### src/rtl/icache_pkg.sv
// Shared constants, FSM state type and PC field helpers for the direct-mapped instruction cache.
package icache_pkg;

  localparam int unsigned IDX_W   = 3;
  localparam int unsigned TAG_W   = 3;
  localparam int unsigned OFF_W   = 2;
  localparam int unsigned BLK_W   = 128;
  localparam int unsigned NBLK    = 1 << IDX_W;
  localparam int unsigned BADDR_W = IDX_W + TAG_W;

  typedef enum logic {
    IDLE,
    MEM_READ
  } state_t;

  function automatic logic [OFF_W-1:0] get_offset(input logic [31:0] pc);
    return pc[2 +: OFF_W];
  endfunction

  function automatic logic [IDX_W-1:0] get_index(input logic [31:0] pc);
    return pc[2 + OFF_W +: IDX_W];
  endfunction

  function automatic logic [TAG_W-1:0] get_tag(input logic [31:0] pc);
    return pc[2 + OFF_W + IDX_W +: TAG_W];
  endfunction

endpackage

### src/rtl/icache_if.sv
// Block-read bus between the instruction cache (master) and instruction memory (slave).
interface icache_if;

  logic                                MEM_READ;
  logic [icache_pkg::BADDR_W-1:0]      MEM_ADDRESS;
  logic [icache_pkg::BLK_W-1:0]        MEM_READDATA;
  logic                                MEM_BUSYWAIT;

  modport master (
    output MEM_READ,
    output MEM_ADDRESS,
    input  MEM_READDATA,
    input  MEM_BUSYWAIT
  );

  modport slave (
    input  MEM_READ,
    input  MEM_ADDRESS,
    output MEM_READDATA,
    output MEM_BUSYWAIT
  );

endinterface

### src/rtl/icache_array.sv
// Valid/tag/data storage: synchronous block fill, combinational lookup and word select.
module icache_array
  import icache_pkg::*;
(
  input  logic               CLK,
  input  logic               RESET,
  input  logic [IDX_W-1:0]   rd_index,
  input  logic [TAG_W-1:0]   rd_tag,
  input  logic [OFF_W-1:0]   rd_offset,
  output logic               hit,
  output logic [31:0]        rd_word,
  input  logic               wr_en,
  input  logic [IDX_W-1:0]   wr_index,
  input  logic [TAG_W-1:0]   wr_tag,
  input  logic [BLK_W-1:0]   wr_data
);

  logic [NBLK-1:0]  valid;
  logic [TAG_W-1:0] tag_array  [NBLK];
  logic [BLK_W-1:0] data_array [NBLK];

  // Only the valid bits are cleared; tag/data stay undefined until first fill.
  always_ff @(posedge CLK) begin
    if (RESET) begin
      valid <= '0;
    end else if (wr_en) begin
      valid[wr_index] <= 1'b1;
    end
  end

  always_ff @(posedge CLK) begin
    if (wr_en) begin
      tag_array[wr_index]  <= wr_tag;
      data_array[wr_index] <= wr_data;
    end
  end

  always_comb begin
    hit     = valid[rd_index] && (tag_array[rd_index] == rd_tag);
    rd_word = data_array[rd_index][{rd_offset, 5'b00000} +: 32];
  end

endmodule

### src/rtl/icache_ctrl.sv
// Direct-mapped instruction cache controller: zero-latency hits, busy-wait block fill on miss.
// Optional hit/miss counters are built when ICACHE_STATS_EN is defined.
module icache_ctrl
  import icache_pkg::*;
(
  input  logic        CLK,
  input  logic        RESET,
  input  logic [31:0] PC,
  output logic [31:0] INSTRUCTION,
  output logic        BUSYWAIT,
  icache_if.master    MEM
`ifdef ICACHE_STATS_EN
  ,
  output logic [31:0] HIT_COUNT,
  output logic [31:0] MISS_COUNT
`endif
);

  state_t             state;
  logic               mem_read_r;
  logic [BADDR_W-1:0] miss_addr;
  logic               hit;
  logic               fill_en;
  logic               unused_pc_bits;

  assign unused_pc_bits = ^{PC[31:BADDR_W+OFF_W+2], PC[1:0]};

  icache_array u_array (
    .CLK       (CLK),
    .RESET     (RESET),
    .rd_index  (get_index(PC)),
    .rd_tag    (get_tag(PC)),
    .rd_offset (get_offset(PC)),
    .hit       (hit),
    .rd_word   (INSTRUCTION),
    .wr_en     (fill_en),
    .wr_index  (miss_addr[IDX_W-1:0]),
    .wr_tag    (miss_addr[BADDR_W-1:IDX_W]),
    .wr_data   (MEM.MEM_READDATA)
  );

  // Fill targets the captured block, never the live PC; reset suppresses it.
  assign fill_en         = (state == MEM_READ) && !MEM.MEM_BUSYWAIT && !RESET;
  assign BUSYWAIT        = (state == MEM_READ) || !hit;
  assign MEM.MEM_READ    = mem_read_r;
  assign MEM.MEM_ADDRESS = miss_addr;

  always_ff @(posedge CLK) begin
    if (RESET) begin
      state      <= IDLE;
      mem_read_r <= 1'b0;
      miss_addr  <= '0;
    end else begin
      case (state)
        IDLE: begin
          if (!hit) begin
            state      <= MEM_READ;
            mem_read_r <= 1'b1;
            miss_addr  <= {get_tag(PC), get_index(PC)};
          end
        end
        MEM_READ: begin
          if (!MEM.MEM_BUSYWAIT) begin
            state      <= IDLE;
            mem_read_r <= 1'b0;
          end
        end
        default: begin
          state      <= IDLE;
          mem_read_r <= 1'b0;
        end
      endcase
    end
  end

`ifdef ICACHE_STATS_EN
  always_ff @(posedge CLK) begin
    if (RESET) begin
      HIT_COUNT  <= '0;
      MISS_COUNT <= '0;
    end else if (state == IDLE) begin
      if (hit && (HIT_COUNT != '1)) begin
        HIT_COUNT <= HIT_COUNT + 32'd1;
      end
      if (!hit && (MISS_COUNT != '1)) begin
        MISS_COUNT <= MISS_COUNT + 32'd1;
      end
    end
  end
`endif

endmodule

### src/flat_wrapper.sv
// flat-port wrapper written by rule: the top's interface ports become plain ports
module icache_ctrl_flat import icache_pkg::*;
  (CLK, RESET, PC, INSTRUCTION, BUSYWAIT, MEM_MEM_READ, MEM_MEM_ADDRESS, MEM_MEM_READDATA, MEM_MEM_BUSYWAIT);
  icache_if MEM_i ();
  input  logic CLK;
  input  logic RESET;
  input  logic [31:0] PC;
  output logic [31:0] INSTRUCTION;
  output logic BUSYWAIT;
  output wire logic [$bits(MEM_i.MEM_READ)-1:0] MEM_MEM_READ;
  output wire logic [$bits(MEM_i.MEM_ADDRESS)-1:0] MEM_MEM_ADDRESS;
  input wire logic [$bits(MEM_i.MEM_READDATA)-1:0] MEM_MEM_READDATA;
  input wire logic [$bits(MEM_i.MEM_BUSYWAIT)-1:0] MEM_MEM_BUSYWAIT;
  assign MEM_MEM_READ = MEM_i.MEM_READ;
  assign MEM_MEM_ADDRESS = MEM_i.MEM_ADDRESS;
  assign MEM_i.MEM_READDATA = MEM_MEM_READDATA;
  assign MEM_i.MEM_BUSYWAIT = MEM_MEM_BUSYWAIT;
  icache_ctrl u_core (.CLK(CLK), .RESET(RESET), .PC(PC), .INSTRUCTION(INSTRUCTION), .BUSYWAIT(BUSYWAIT), .MEM(MEM_i));
endmodule
### config.mk
export PLATFORM = sky130hd
export DESIGN_NAME = icache_ctrl_flat
export DESIGN_NICKNAME = d
export VERILOG_FILES = /design/src/rtl/icache_pkg.sv /design/src/rtl/icache_if.sv /design/src/rtl/icache_array.sv /design/src/rtl/icache_ctrl.sv /design/src/flat_wrapper.sv
export SDC_FILE = /design/constraint.sdc
export NUM_CORES = 1
export LEC_CHECK = 0
export ABC_AREA = 1
export ABC_CLOCK_PERIOD_IN_PS = 8650
export CELL_PAD_IN_SITES_DETAIL_PLACEMENT = 2
export CELL_PAD_IN_SITES_GLOBAL_PLACEMENT = 2
export CORE_ASPECT_RATIO = 0.7
export CORE_UTILIZATION = 35
export DETAILED_ROUTE_END_ITERATION = 8
export DONT_BUFFER_PORTS = 1
export PLACE_DENSITY_LB_ADDON = 0.1
export SLEW_MARGIN = 20
export SYNTH_ARGS = -nofsm -noshare
export SYNTH_HDL_FRONTEND = slang
export SYNTH_SLANG_ARGS = --single-unit
### constraint.sdc
create_clock -name CLK -period 8.65 [get_ports CLK]
set_input_delay 0.865 -clock CLK [delete_from_list [all_inputs] [get_ports CLK]]
set_output_delay 0.865 -clock CLK [all_outputs]
set_load 0.02 [all_outputs]
==> results.json <==
{
  "netlist_instances": 3034,
  "r2r_slack_ps": 5170,
  "path_class": "input port to primary output",
  "r2r_start": "u_core.state$_SDFF_PP0_",
  "period_share_pct": 67.3,
  "synth-edff-count": 1048,
  "yosysWarnings": 0,
  "clock.fmax_ghz": 0.172,
  "synthArstFlopShare_pct": 0,
  "pre_cts_slack_ps": 3690,
  "violations": "slew limit",
  "cp_data_arrival_time_ps": 4950,
  "synth_area_leaders": "edfxtp_1 (76%), o21ai_0 (6.3%), nor2_1 (5.7%)",
  "finalSetupViolCount": 0,
  "syn_area_per_cell_sq_um": 13.7,
  "leakage_nw": 14.3,
  "peakVddDrop_uv": 148,
  "drive_above_1_share_pct": 6.00,
  "startpoint": "PC[4]",
  "io_pins": 203,
  "rows": 105,
  "detail-route-antenna-nets": 0,
  "crit_path_end": "INSTRUCTION[30]",
  "root_buffer": "clkbuf_16",
  "synthMostInstantiatedCell": "edfxtp_1",
  "cp-start-kind": "input port",
  "cp_slowest_cell": "inv_8",
  "min_period_ps": 5820,
  "synth_top_area_share_pct": 75.9,
  "initial_core_util_pct": 35.3,
  "clock_sinks": 1064,
  "drc": 0,
  "grt_use_total_pct": 22.8,
  "maxCapViolations": 0,
  "hold_viol": 0,
  "dp.cells": 4384,
  "p_per_area_nw_per_um2": 234,
  "grt_antenna_before_repair": 6,
  "die_w_um": 413,
  "p_total_mw": 10.8,
  "fillers": 11500,
  "dieArea_sq_um": 120000,
  "firstDrtPassIters": 5,
  "fin_hold_ws_ps": 239,
  "drv_slew": 285,
  "hold_path_class": "input port to flip-flop",
  "rsz0062_at_grt": "no",
  "path_clk_slew_ps": 60,
  "placed_cell_area_sq_um": 42800,
  "initialDrtViolationCount": 1813,
  "synth_common_cells": "edfxtp_1 (1048), nor2_1 (625), o21ai_0 (523)",
  "post-cts-setup-buffer-count": 0,
  "fin_skew_ps": 23.4,
  "post_drt_wl_per_cell_um": 29.8,
  "clk_latency_ps": 720,
  "post-dp-hpwl_mm": 70.7,
  "cts_tree": "yes",
  "cp-end-kind": "primary output",
  "vias": 26100,
  "crit_chain": "inv_8 > buf_12 > o21ai_0 > o221ai_1 > a31oi_1 > a21oi_1",
  "outcome": "complete, but fails checks",
  "synth.distinct_cells": 22,
  "totalWireLength_mm": 137,
  "first_global_vias": 28800,
  "fin_setup_tns_ps": 0,
  "cts_made_buffers": 109,
  "r2r_end": "u_core.u_array.data_array[4][66]$_DFFE_PP_",
  "die_h_um": 290,
  "cpPeakStageDelay_ps": 960,
  "vias_per_cell": 5.69,
  "reg2reg_depth": 9,
  "gp_congestion": 0.740,
  "syn_area_sq_um": 41400,
  "core_sq_um": 117000,
  "cp.required_ps": 7790,
  "syn-num-nets": 3197,
  "tightest_slew_ps": 1850,
  "fin_nets": 3107,
  "yosys.area.top_type": "edfxtp_1",
  "grt_start_max_net_pins": 537,
  "setup_slack_ps": 2830,
  "design_area_sq_um": 46100,
  "cts-htree-levels": 3,
  "final_cells": 4587,
  "ys_seq_elements": 1064,
  "seq_area_frac_synth_pct": 76.7,
  "grt-ovfl-total": 0,
  "clk_path_buf_depth": 3,
  "final_util_pct": 39.3,
  "timing.slew.headroom_pct": -23.5,
  "crit_path_max_fanout": 536,
  "synthToLayoutAreaGrowth_pct": 11.3,
  "grt_pass1_wl_mm": 200,
  "hold_buffers": 0,
  "synthFlopType": "edfxtp_1",
  "cts_resized": 0,
  "port_buffers": 0
}
-- registers in the layout (all words and copies together), names as in the netlist --
| register | flops |
|---|---|
| u_core.u_array.tag_array | 24 |
| u_core.state | 1 |
| u_core.MEM.MEM_READ | 1 |
| u_core.u_array.data_array | 1024 |
| u_core.MEM.MEM_ADDRESS | 6 |
| u_core.u_array.valid | 8 |
-- worst min-delay path by stage --
| stage | startpoint | to | cells past startpoint |
|---|---|---|---|
| floorplan | u_core.u_array.valid[1]$_SDFFE_PP0P_ | u_core.u_array.valid[1]$_SDFFE_PP0P_ | 2 |
| global placement | u_core.u_array.valid[5]$_SDFFE_PP0P_ | u_core.u_array.valid[5]$_SDFFE_PP0P_ | 2 |
| detailed placement | u_core.u_array.valid[3]$_SDFFE_PP0P_ | u_core.u_array.valid[3]$_SDFFE_PP0P_ | 2 |
| CTS | RESET | u_core.u_array.valid[3]$_SDFFE_PP0P_ | 1 |
| global route | RESET | u_core.u_array.valid[3]$_SDFFE_PP0P_ | 1 |
| finish | MEM_MEM_READDATA[106] | u_core.u_array.data_array[0][106]$_DFFE_PP_ | 0 |
-- layout make-up --
class / count / area, sq um / area share, %
Inverter: 46 / 195 / 0.423
Clock buffer: 141 / 2870 / 6.22
Sequential cell: 1064 / 31800 / 68.9
Tap cell: 1551 / 1940 / 4.21
Timing Repair Buffer: 25 / 313 / 0.678
Antenna cell: 2 / 5.00 / 0.0108
Multi-Input combinational cell: 1698 / 8510 / 18.5
Clock inverter: 60 / 500 / 1.08
-- logic make-up after synthesis --
logic type	after synthesis	share of synthesized area, %
DFF	1064	76.7
AOI/OAI and AO/OA	871	12.6
and+or+nand+nor	827	7.82
buffers and inverters	272	2.87
-- power breakdown --
| part | internal, mW | leakage, nW | total [mW] | switching [mW] |
|---|---|---|---|---|
| Combinational | 0.125 | 3.07 | 0.493 | 0.369 |
| Sequential | 5.72 | 9.57 | 5.74 | 0.0215 |
| Clock | 2.57 | 1.65 | 4.57 | 2.00 |
-- cells in the final DEF, fill, tap and decap left out, types with 2 or more instances in the layout --
cell type / Yosys / final
a21oi_1: 48 / 48
a31oi_1: 28 / 28
buf_12: 0 / 10
buf_4: 18 / 15
bufinv_16: 0 / 8
clkbuf_1: 138 / 31
clkbuf_16: 0 / 110
clkinv_1: 0 / 28
clkinv_2: 0 / 17
dfxtp_1: 16 / 16
diode_2: 0 / 2
edfxtp_1: 1048 / 1048
inv_1: 44 / 41
inv_6: 0 / 5
inv_8: 0 / 3
nand2_1: 94 / 94
nand3_1: 106 / 106
nor2_1: 625 / 617
nor2_4: 0 / 8
o21a_1: 4 / 4
o21ai_0: 523 / 523
o21ai_1: 18 / 18
o221ai_1: 198 / 198
o22ai_1: 52 / 52
-- worst max-delay path, delay by kind of cell --
kind	cells	cell delay (ps)
compound gates	4	1560
buf+inv	2	1570
-- per-layer routing --
layer / share of wire [%] / global-route usage [%]
met3: 4.9 / 4.38
met4: 2.5 / 6.53
met5: 0 / 0
met1: 45 / 31.0
met2: 48 / 37.1
Power figures use the tool's default switching activity.
